## src/rtl/mc_control_unit_if.sv

```systemverilog
// rtl/mc_control_unit_if.sv - control-unit <-> datapath signal bundle
//
// Purpose: groups the opcode/flag inputs and all datapath control outputs
//          of the multicycle control unit into one bundle.
// Modports:
//   master - control unit side: samples op/zero, drives every control line
//   slave  - datapath side: drives op/zero, samples every control line
// Signals:
//   op[5:0]   IR[31:26]               zero       ALU zero flag
//   PCWre     PC load enable          IRWre      IR load enable
//   InsMemRW  instruction mem read    ALUSrcA    0=rs, 1=shamt
//   ALUSrcB   0=rt, 1=extended imm    ExtSel     0=zero-ext, 1=sign-ext
//   ALUOp[2:0] ALU function           mRD/mWR    data memory read/write
//   DBDataSrc 0=ALU, 1=memory         RegWre     register file write enable
//   WrRegDSrc 0=PC+4, 1=DB            RegDst[1:0] 0=$31, 1=rt, 2=rd
//   PCSrc[1:0] 0=PC+4, 1=branch, 2=rs, 3=jump   state_o[3:0] current state
interface mc_control_unit_if;
    logic [5:0] op;
    logic       zero;
    logic       PCWre;
    logic       IRWre;
    logic       InsMemRW;
    logic       ALUSrcA;
    logic       ALUSrcB;
    logic       ExtSel;
    logic [2:0] ALUOp;
    logic       mRD;
    logic       mWR;
    logic       DBDataSrc;
    logic       RegWre;
    logic       WrRegDSrc;
    logic [1:0] RegDst;
    logic [1:0] PCSrc;
    logic [3:0] state_o;

    modport master (
        input  op, zero,
        output PCWre, IRWre, InsMemRW, ALUSrcA, ALUSrcB, ExtSel, ALUOp,
               mRD, mWR, DBDataSrc, RegWre, WrRegDSrc, RegDst, PCSrc, state_o
    );

    modport slave (
        output op, zero,
        input  PCWre, IRWre, InsMemRW, ALUSrcA, ALUSrcB, ExtSel, ALUOp,
               mRD, mWR, DBDataSrc, RegWre, WrRegDSrc, RegDst, PCSrc, state_o
    );
endinterface

```

## src/rtl/mc_control_unit.sv

```systemverilog
// rtl/mc_control_unit.sv - multicycle CPU control FSM (IF/ID/EXE/MEM/WB)
//
// Purpose: sequences each instruction through its states and decodes the
//          opcode into datapath controls. Outputs are a combinational
//          decode of the state register and op (op is stable from ID on).
// Ports:
//   CLK  - clock, all state updates on the rising edge
//   RST  - synchronous active-low reset, forces sIF from any state
//   bus  - mc_control_unit_if.master: op/zero in, datapath controls out
// Parameters:
//   HALT_OP - opcode that parks the FSM in sHALT until reset
module mc_control_unit #(
    parameter logic [5:0] HALT_OP = 6'b111111
) (
    input  logic              CLK,
    input  logic              RST,
    mc_control_unit_if.master bus
);

    typedef enum logic [3:0] {
        S_IF     = 4'b0000,
        S_ID     = 4'b0001,
        S_EXE_LS = 4'b0010,
        S_MEM    = 4'b0011,
        S_WB_LD  = 4'b0100,
        S_EXE_BR = 4'b0101,
        S_EXE_AL = 4'b0110,
        S_WB_AL  = 4'b0111,
        S_HALT   = 4'b1111
    } state_t;

    localparam logic [5:0] OP_ADD   = 6'b000000;
    localparam logic [5:0] OP_SUB   = 6'b000001;
    localparam logic [5:0] OP_ADDI  = 6'b000010;
    localparam logic [5:0] OP_OR    = 6'b010000;
    localparam logic [5:0] OP_AND   = 6'b010001;
    localparam logic [5:0] OP_ORI   = 6'b010010;
    localparam logic [5:0] OP_SLL   = 6'b011000;
    localparam logic [5:0] OP_SLT   = 6'b100110;
    localparam logic [5:0] OP_SLTIU = 6'b100111;
    localparam logic [5:0] OP_SW    = 6'b110000;
    localparam logic [5:0] OP_LW    = 6'b110001;
    localparam logic [5:0] OP_BEQ   = 6'b110100;
    localparam logic [5:0] OP_J     = 6'b111000;
    localparam logic [5:0] OP_JR    = 6'b111001;
    localparam logic [5:0] OP_JAL   = 6'b111010;

    state_t r_state;
    state_t w_next_state;

    logic       w_is_rtype;
    logic       w_is_itype;
    logic [2:0] w_alu_op;

    // Register-destination ALU ops write rd, immediate ALU ops write rt.
    assign w_is_rtype = (bus.op == OP_ADD) || (bus.op == OP_SUB) ||
                        (bus.op == OP_OR)  || (bus.op == OP_AND) ||
                        (bus.op == OP_SLL) || (bus.op == OP_SLT);
    assign w_is_itype = (bus.op == OP_ADDI) || (bus.op == OP_ORI) ||
                        (bus.op == OP_SLTIU);

    always_comb begin
        w_alu_op = 3'b000;
        case (bus.op)
            OP_SUB:          w_alu_op = 3'b001;
            OP_SLL:          w_alu_op = 3'b010;
            OP_OR, OP_ORI:   w_alu_op = 3'b011;
            OP_AND:          w_alu_op = 3'b100;
            OP_SLTIU:        w_alu_op = 3'b101;
            OP_SLT:          w_alu_op = 3'b110;
            default:         w_alu_op = 3'b000;
        endcase
    end

    always_ff @(posedge CLK) begin
        if (!RST) r_state <= S_IF;
        else      r_state <= w_next_state;
    end

    assign bus.state_o = r_state;

    always_comb begin
        w_next_state  = S_IF;
        bus.PCWre     = 1'b0;
        bus.IRWre     = 1'b0;
        bus.InsMemRW  = 1'b0;
        bus.ALUSrcA   = 1'b0;
        bus.ALUSrcB   = 1'b0;
        bus.ExtSel    = 1'b0;
        bus.ALUOp     = 3'b000;
        bus.mRD       = 1'b0;
        bus.mWR       = 1'b0;
        bus.DBDataSrc = 1'b0;
        bus.RegWre    = 1'b0;
        bus.WrRegDSrc = 1'b0;
        bus.RegDst    = 2'd0;
        bus.PCSrc     = 2'd0;

        case (r_state)
            S_IF: begin
                bus.IRWre    = 1'b1;
                bus.InsMemRW = 1'b1;
                w_next_state = S_ID;
            end

            S_ID: begin
                if (bus.op == OP_J) begin
                    bus.PCWre    = 1'b1;
                    bus.PCSrc    = 2'd3;
                    w_next_state = S_IF;
                end else if (bus.op == OP_JR) begin
                    bus.PCWre    = 1'b1;
                    bus.PCSrc    = 2'd2;
                    w_next_state = S_IF;
                end else if (bus.op == OP_JAL) begin
                    // Link: write PC+4 into $31 while jumping.
                    bus.PCWre     = 1'b1;
                    bus.PCSrc     = 2'd3;
                    bus.RegWre    = 1'b1;
                    bus.RegDst    = 2'd0;
                    bus.WrRegDSrc = 1'b0;
                    w_next_state  = S_IF;
                end else if (bus.op == OP_BEQ) begin
                    w_next_state = S_EXE_BR;
                end else if ((bus.op == OP_LW) || (bus.op == OP_SW)) begin
                    w_next_state = S_EXE_LS;
                end else if (bus.op == HALT_OP) begin
                    w_next_state = S_HALT;
                end else if (w_is_rtype || w_is_itype) begin
                    w_next_state = S_EXE_AL;
                end else begin
                    // Unknown opcode retires as a nop.
                    bus.PCWre    = 1'b1;
                    bus.PCSrc    = 2'd0;
                    w_next_state = S_IF;
                end
            end

            S_EXE_AL, S_WB_AL: begin
                // ALU controls stay asserted through WB so the result on DB
                // remains valid while the register file captures it.
                bus.ALUOp   = w_alu_op;
                bus.ALUSrcA = (bus.op == OP_SLL);
                bus.ALUSrcB = w_is_itype;
                bus.ExtSel  = !((bus.op == OP_ORI) || (bus.op == OP_SLTIU));
                if (r_state == S_WB_AL) begin
                    bus.RegWre    = 1'b1;
                    bus.WrRegDSrc = 1'b1;
                    bus.DBDataSrc = 1'b0;
                    bus.PCWre     = 1'b1;
                    bus.PCSrc     = 2'd0;
                    bus.RegDst    = w_is_itype ? 2'd1 : 2'd2;
                    w_next_state  = S_IF;
                end else begin
                    w_next_state  = S_WB_AL;
                end
            end

            S_EXE_BR: begin
                bus.ALUOp    = 3'b001;
                bus.ExtSel   = 1'b1;
                bus.PCWre    = 1'b1;
                bus.PCSrc    = bus.zero ? 2'd1 : 2'd0;
                w_next_state = S_IF;
            end

            S_EXE_LS: begin
                bus.ALUOp    = 3'b000;
                bus.ALUSrcB  = 1'b1;
                bus.ExtSel   = 1'b1;
                w_next_state = S_MEM;
            end

            S_MEM: begin
                // Only lw/sw reach this state.
                if (bus.op == OP_SW) begin
                    bus.mWR      = 1'b1;
                    bus.PCWre    = 1'b1;
                    bus.PCSrc    = 2'd0;
                    w_next_state = S_IF;
                end else begin
                    bus.mRD      = 1'b1;
                    w_next_state = S_WB_LD;
                end
            end

            S_WB_LD: begin
                bus.mRD       = 1'b1;
                bus.DBDataSrc = 1'b1;
                bus.RegWre    = 1'b1;
                bus.WrRegDSrc = 1'b1;
                bus.RegDst    = 2'd1;
                bus.PCWre     = 1'b1;
                bus.PCSrc     = 2'd0;
                w_next_state  = S_IF;
            end

            S_HALT: begin
                w_next_state = S_HALT;
            end

            default: begin
                w_next_state = S_IF;
            end
        endcase
    end

endmodule

```

## src/flat_wrapper.sv

```systemverilog
// flat-port wrapper written by rule: the top's interface ports become plain ports
module mc_control_unit_flat 
#(
    parameter logic [5:0] HALT_OP = 6'b111111
)
  (CLK, RST, bus_op, bus_zero, bus_PCWre, bus_IRWre, bus_InsMemRW, bus_ALUSrcA, bus_ALUSrcB, bus_ExtSel, bus_ALUOp, bus_mRD, bus_mWR, bus_DBDataSrc, bus_RegWre, bus_WrRegDSrc, bus_RegDst, bus_PCSrc, bus_state_o);
  mc_control_unit_if bus_i ();
  input  logic CLK;
  input  logic RST;
  input wire logic [$bits(bus_i.op)-1:0] bus_op;
  input wire logic [$bits(bus_i.zero)-1:0] bus_zero;
  output wire logic [$bits(bus_i.PCWre)-1:0] bus_PCWre;
  output wire logic [$bits(bus_i.IRWre)-1:0] bus_IRWre;
  output wire logic [$bits(bus_i.InsMemRW)-1:0] bus_InsMemRW;
  output wire logic [$bits(bus_i.ALUSrcA)-1:0] bus_ALUSrcA;
  output wire logic [$bits(bus_i.ALUSrcB)-1:0] bus_ALUSrcB;
  output wire logic [$bits(bus_i.ExtSel)-1:0] bus_ExtSel;
  output wire logic [$bits(bus_i.ALUOp)-1:0] bus_ALUOp;
  output wire logic [$bits(bus_i.mRD)-1:0] bus_mRD;
  output wire logic [$bits(bus_i.mWR)-1:0] bus_mWR;
  output wire logic [$bits(bus_i.DBDataSrc)-1:0] bus_DBDataSrc;
  output wire logic [$bits(bus_i.RegWre)-1:0] bus_RegWre;
  output wire logic [$bits(bus_i.WrRegDSrc)-1:0] bus_WrRegDSrc;
  output wire logic [$bits(bus_i.RegDst)-1:0] bus_RegDst;
  output wire logic [$bits(bus_i.PCSrc)-1:0] bus_PCSrc;
  output wire logic [$bits(bus_i.state_o)-1:0] bus_state_o;
  assign bus_i.op = bus_op;
  assign bus_i.zero = bus_zero;
  assign bus_PCWre = bus_i.PCWre;
  assign bus_IRWre = bus_i.IRWre;
  assign bus_InsMemRW = bus_i.InsMemRW;
  assign bus_ALUSrcA = bus_i.ALUSrcA;
  assign bus_ALUSrcB = bus_i.ALUSrcB;
  assign bus_ExtSel = bus_i.ExtSel;
  assign bus_ALUOp = bus_i.ALUOp;
  assign bus_mRD = bus_i.mRD;
  assign bus_mWR = bus_i.mWR;
  assign bus_DBDataSrc = bus_i.DBDataSrc;
  assign bus_RegWre = bus_i.RegWre;
  assign bus_WrRegDSrc = bus_i.WrRegDSrc;
  assign bus_RegDst = bus_i.RegDst;
  assign bus_PCSrc = bus_i.PCSrc;
  assign bus_state_o = bus_i.state_o;
  mc_control_unit #(.HALT_OP(HALT_OP)) u_core (.CLK(CLK), .RST(RST), .bus(bus_i));
endmodule
```

## config.mk

```make
export PLATFORM = sky130hd
export DESIGN_NAME = mc_control_unit_flat
export DESIGN_NICKNAME = d
export VERILOG_FILES = /design/src/rtl/mc_control_unit_if.sv /design/src/rtl/mc_control_unit.sv /design/src/flat_wrapper.sv
export SDC_FILE = /design/constraint.sdc
export NUM_CORES = 1
export LEC_CHECK = 0
export CAP_MARGIN = 10
export CORE_MARGIN = 2
export CORE_UTILIZATION = 42
export CTS_CLUSTER_DIAMETER = 80
export CTS_CLUSTER_SIZE = 20
export DETAILED_ROUTE_END_ITERATION = 10
export GPL_ROUTABILITY_DRIVEN = 0
export PLACE_DENSITY = 0.87
export SLEW_MARGIN = 10
export SYNTH_ARGS = -nofsm -noshare
export SYNTH_HDL_FRONTEND = slang
export SYNTH_SLANG_ARGS = --single-unit
```

## constraint.sdc

```tcl
create_clock -name CLK -period 1.46 [get_ports CLK]
set_input_delay 0.219 -clock CLK [delete_from_list [all_inputs] [get_ports CLK]]
set_output_delay 0.219 -clock CLK [all_outputs]
set_load 0.005 [all_outputs]
```

==> results of run 1 <==
## synthesized netlist by cell type, types with 2 or more instances
| cell | instances | area share |
|---|---|---|
| nand2b_1 | 4 | 0.034 |
| nor2b_1 | 5 | 0.042 |
| nand3b_1 | 2 | 0.020 |
| buf_4 | 2 | 0.020 |
| and2_1 | 2 | 0.017 |
| and3_1 | 2 | 0.017 |
| nand4b_1 | 3 | 0.035 |
| a211oi_1 | 2 | 0.020 |
| o211ai_1 | 3 | 0.030 |
| nor2_1 | 11 | 0.055 |
| clkbuf_1 | 5 | 0.025 |
| nand2_1 | 11 | 0.055 |
| nor3_1 | 5 | 0.034 |
| dfxtp_1 | 4 | 0.11 |
| a21oi_1 | 4 | 0.027 |
| a21o_1 | 2 | 0.020 |
| inv_1 | 4 | 0.020 |
| a32oi_1 | 2 | 0.023 |
| o21ai_0 | 2 | 0.013 |
| nand3_1 | 4 | 0.027 |
| buf_2 | 5 | 0.034 |
| nor4_1 | 4 | 0.034 |
## through the flow
| stage | std cells | hold WS [ns] | area, µm² | util |
|---|---|---|---|---|
| floorplan | 112 | 0.367 | 746 | - |
| global placement | 182 | 0.670 | 1270 | 0.753 |
| detailed placement | 182 | 0.681 | 1270 | 0.753 |
| CTS | 203 | 0.462 | 1620 | 0.959 |
## cell families after synthesis
family / count (synthesis)
buffers and inverters: 16
DFF: 4
AOI/OAI and AO/OA: 30
and+or+nand+nor: 62
## what timing repair did
item,CTS
pin swaps,21
setup endpoints to repair,25
buffers inserted,21
hold buffers,0
endpoints found under the hold margin,0
gates resized for setup,177
==> summary.md, run 1 <==
| Metric | Value |
|---|---|
| Largest family of logic cells by synthesized area | simple AND/OR/NAND/NOR gates |
| Mux cell area share after synthesis | 0 |
| Clk buf depth | 2 |
| Largest net degree at the start of global routing | 16 |
| Post-synth cell types | 46 |
| Syn Inst Count | 112 |
| Die width | 46.1 µm |
| I/O pin total | 31 |
| Post-synthesis compound-gate area fraction | 0.299 |
| Initial core utilization | 0.441 |
| XOR/XNOR Fraction of Synth Area | 0 |
| Post-synthesis cell area | 746 µm² |
| Log Error | [ERROR DPL-0038] Utilization greater than 100%, impossible to legalize |
| IO buf count | 30 |
| Die H | 46.1 µm |
| Synth Area in Adders | 0 |
| Simple-gate portion of the synthesized area | 0.495 |
| H-tree levels | 1 |
| Mean post-synth cell area | 6.66 µm² |
| Inserted Clock Buffers | 3 |
| Net Count, Synth | 121 |
| Setup WS pre-CTS | -1.01 ns |
| Seq cells post-synth | 4 |
| Sink Count | 4 |
| Seq/Total Area, Yosys | 0.107 |
| FP Rows | 15 |
| Clk root buf | clkbuf_4 |
| DP HPWL | 1.89 mm |
| GR repair worst EP | bus_RegWre |
| Number of synthesized flops with an enable pin | 0 |
| Most common flop cell mapped by yosys | dfxtp_1 |
| Worst ep type | top-level output |
| Status | did not finish |
| Synth warnings | 0 |
| Exit stage | 5_1_grt |
| Share of flip-flops with an asynchronous set or reset | 0 |
==> run 2, diff against run 1 <==
- CORE_AREA: not set -> 2 2 63 65
- CORE_MARGIN: 2 -> not set
- CORE_UTILIZATION: 42 -> not set
- CTS_CLUSTER_DIAMETER: 80 -> not set
- CTS_CLUSTER_SIZE: 20 -> not set
- DIE_AREA: not set -> 0 0 65 67
- PLACE_DENSITY: 0.87 -> not set
- PLACE_DENSITY_LB_ADDON: not set -> 0.15
==> run 2 against run 1 <==
Net effect:
- the flow now finishes, with violations (setup timing)
- synthesized cell count unchanged
- synthesized area is the same
==> summary.md, run 2 <==
| Metric | Value |
|---|---|
| Most frequent cells in the layout | buf_4, buf_6, buf_2, nand2_1 |
| Arrival time worst endpoint | 1.53 ns |
| Cell taking the most area after synthesis | dfxtp_1 |
| Total gr overflow | 0 |
| Synth top area share | 0.107 |
| Number of synthesized flops with an enable pin | 0 |
| Die width | 65 µm |
| DP HPWL | 2.23 mm |
| Layout Skew | 0.00139 ns |
| Synth warnings | 0 |
| Die area | 4360 µm² |
| Overall power | 771 µW |
| Failing checks | setup timing |
| Number of max-cap violations | 0 |
| Hold buffers post-CTS | 0 |
| Total track usage | 0.165 |
| FP Rows | 22 |
| Fin crit share | 1.20 |
| DRC viols | 0 |
| Setup WS post-layout | -0.290 ns |
| TritonRoute pass-1 iters | 4 |
| Sink Count | 4 |
| PD cells | 417 nW/µm² |
| Leakage power | 0.000871 µW |
| Initial DRC count | 63 |
| Most common flop cell mapped by yosys | dfxtp_1 |
| Post-route setup TNS | -1.38 ns |
| Share of flip-flops with an asynchronous set or reset | 0 |
| DRT Wirelength | 3.58 mm |
| Slew Limit Headroom | 0.765 |
| Layout area overhead | 148% |
| # setup viols final | 17 |
| Synth cell count leaders | nand2_1, nor2_1 |
| Period minus WS final | 1.75 ns |
| Clk buf depth | 2 |
| Inserted Clock Buffers | 3 |
| Seq/Total Area, Yosys | 0.107 |
| H-tree levels | 1 |
| I/O pin total | 31 |
| Maximum vdd ir drop | 203 µV |
| Slew Viols, Final | 0 |
| Crit path required time | 1.24 ns |
| Placeable Area | 3610 µm² |
| Antenna cells | 0 |
| Post-synthesis cell area | 746 µm² |
| Status | complete, but fails checks |
| Post-synth cell types | 46 |
| Syn Inst Count | 112 |
| Vias in the first global route | 1,190 |
| Startpoint Class | register |
| Net Count, Synth | 121 |
| Mean post-synth cell area | 6.66 µm² |
| Fmax | 571 MHz |
| Via density | 4.86 |
| Worst setup EP type | primary output |
| Largest cells by area after synthesis | dfxtp_1, nand2_1, nor2_1, nor2b_1, nand4b_1 |
| Placed cell count | 217 |
| Seq cells post-synth | 4 |
| Total number of vias | 1,195 |
| Fraction of layout cells with a size suffix above 1 | 0.677 |
| Fin. Hold Viols | 0 |
| CP Max Fanout | 3 |
| Fill cell count | 372 |
| Initial antenna violation count | 0 |
| Final core occ | 0.513 |
| Clk root buf | clkbuf_8 |
| Critical path class | reg2out |
| Hold WC Path Type | in2reg |
| Unrepaired setup endpoints after global routing | yes |
| Non-Filler Instances | 246 |
| Detailed-route wire length per cell | 14.6 µm |
| Setup WS pre-CTS | -0.970 ns |
| CTS tree | built |
| Fin nets | 209 |
| Worst-margin pin slew | 0.347 ns |
| IO buf count | 30 |
| First-pass GRT wire length | 5.69 mm |
| Max reg flops | 4 |
| Initial core utilization | 0.207 |
| Die H | 67 µm |
| Routed Antenna Nets | 0 |
| Largest net degree at the start of global routing | 16 |
| Most common cell after layout, fill and taps aside | buf_4 |
| Clk slew on worst S/H paths | 0.03 ns |
| Clk_lat worst skew | 0.21 ns |
[run 2: cell counts after synthesis]
Identical to the previous run, type by type.
[run 2: through the flow]
step,hold WS (ns),cell area (µm²)
6_report,0.581,1850
5_1_grt,0.600,1850
4_1_cts,0.574,1650
3_5_place_dp,0.693,1340
3_3_place_gp,0.675,1340
2_1_floorplan,0.367,746
[run 2: worst paths after layout]
path	slack, ns	from	cells past startpoint	to
worst max-delay path	-0.29	u_core.bus.state_o[1]	6	bus_PCSrc[0]
worst max register to register	0.04	u_core.bus.state_o[1]	6	u_core.bus.state_o[2]
worst min-delay path	0.58	bus_op[5]	5	u_core.bus.state_o[1]
worst min register to register	0.67	u_core.bus.state_o[0]	3	u_core.bus.state_o[3]
[run 2: logic make-up after synthesis]
| group | after synthesis | synth area share |
|---|---|---|
| buffers and inverters | 16 | 0.0990 |
| AOI/OAI and AO/OA | 30 | 0.299 |
| DFF | 4 | 0.107 |
| and+or+nand+nor | 62 | 0.495 |
[run 2: final cells by class]
class	instances	area, µm²	share of cell area
Multi-Input combinational cell	92	831	0.449
Sequential cell	4	87.6	0.0473
Tap cell	48	60.1	0.0325
Inverter	4	17.5	0.00947
Timing Repair Buffer	95	813	0.439
Clock buffer	3	41.3	0.0223
[run 2: routing by layer]
layer / global-route usage / share of wire / wire length, µm / vias to the layer above
met4: 0.0239 / 0 / 0 / 0
li1: - / - / - / 597
met3: 0.0169 / 0.031 / 111 / 0
met2: 0.314 / 0.54 / 1950 / 27
met5: 0 / 0 / 0 / -
met1: 0.202 / 0.42 / 1520 / 571
[run 2: timing repair]
| item | in CTS | in global routing |
|---|---|---|
| pin swaps | 18 | 17 |
| endpoints found under the setup margin | 24 | 21 |
| setup buffers | 16 | 13 |
| gates resized for setup | 161 | 38 |
| endpoints found under the hold margin | 0 | 0 |
| gates cloned | 0 | 1 |
[run 2: worst max-delay path: stages (launching register included)]
cell,delay (ns)
dfxtp_4,0.35
nor4b_4,0.30
nand4b_1,0.17
nor2_2,0.14
buf_4,0.12
a41o_1,0.11
buf_2,0.12
[run 2: power breakdown]
part	leakage [µW]	switching [µW]	internal, µW
registers	0.0000346	6.13	115
clock network	0.0000216	50.2	175
logic	0.000815	186	238
total	0.000871	243	528
Power figures use the tool's default switching activity.
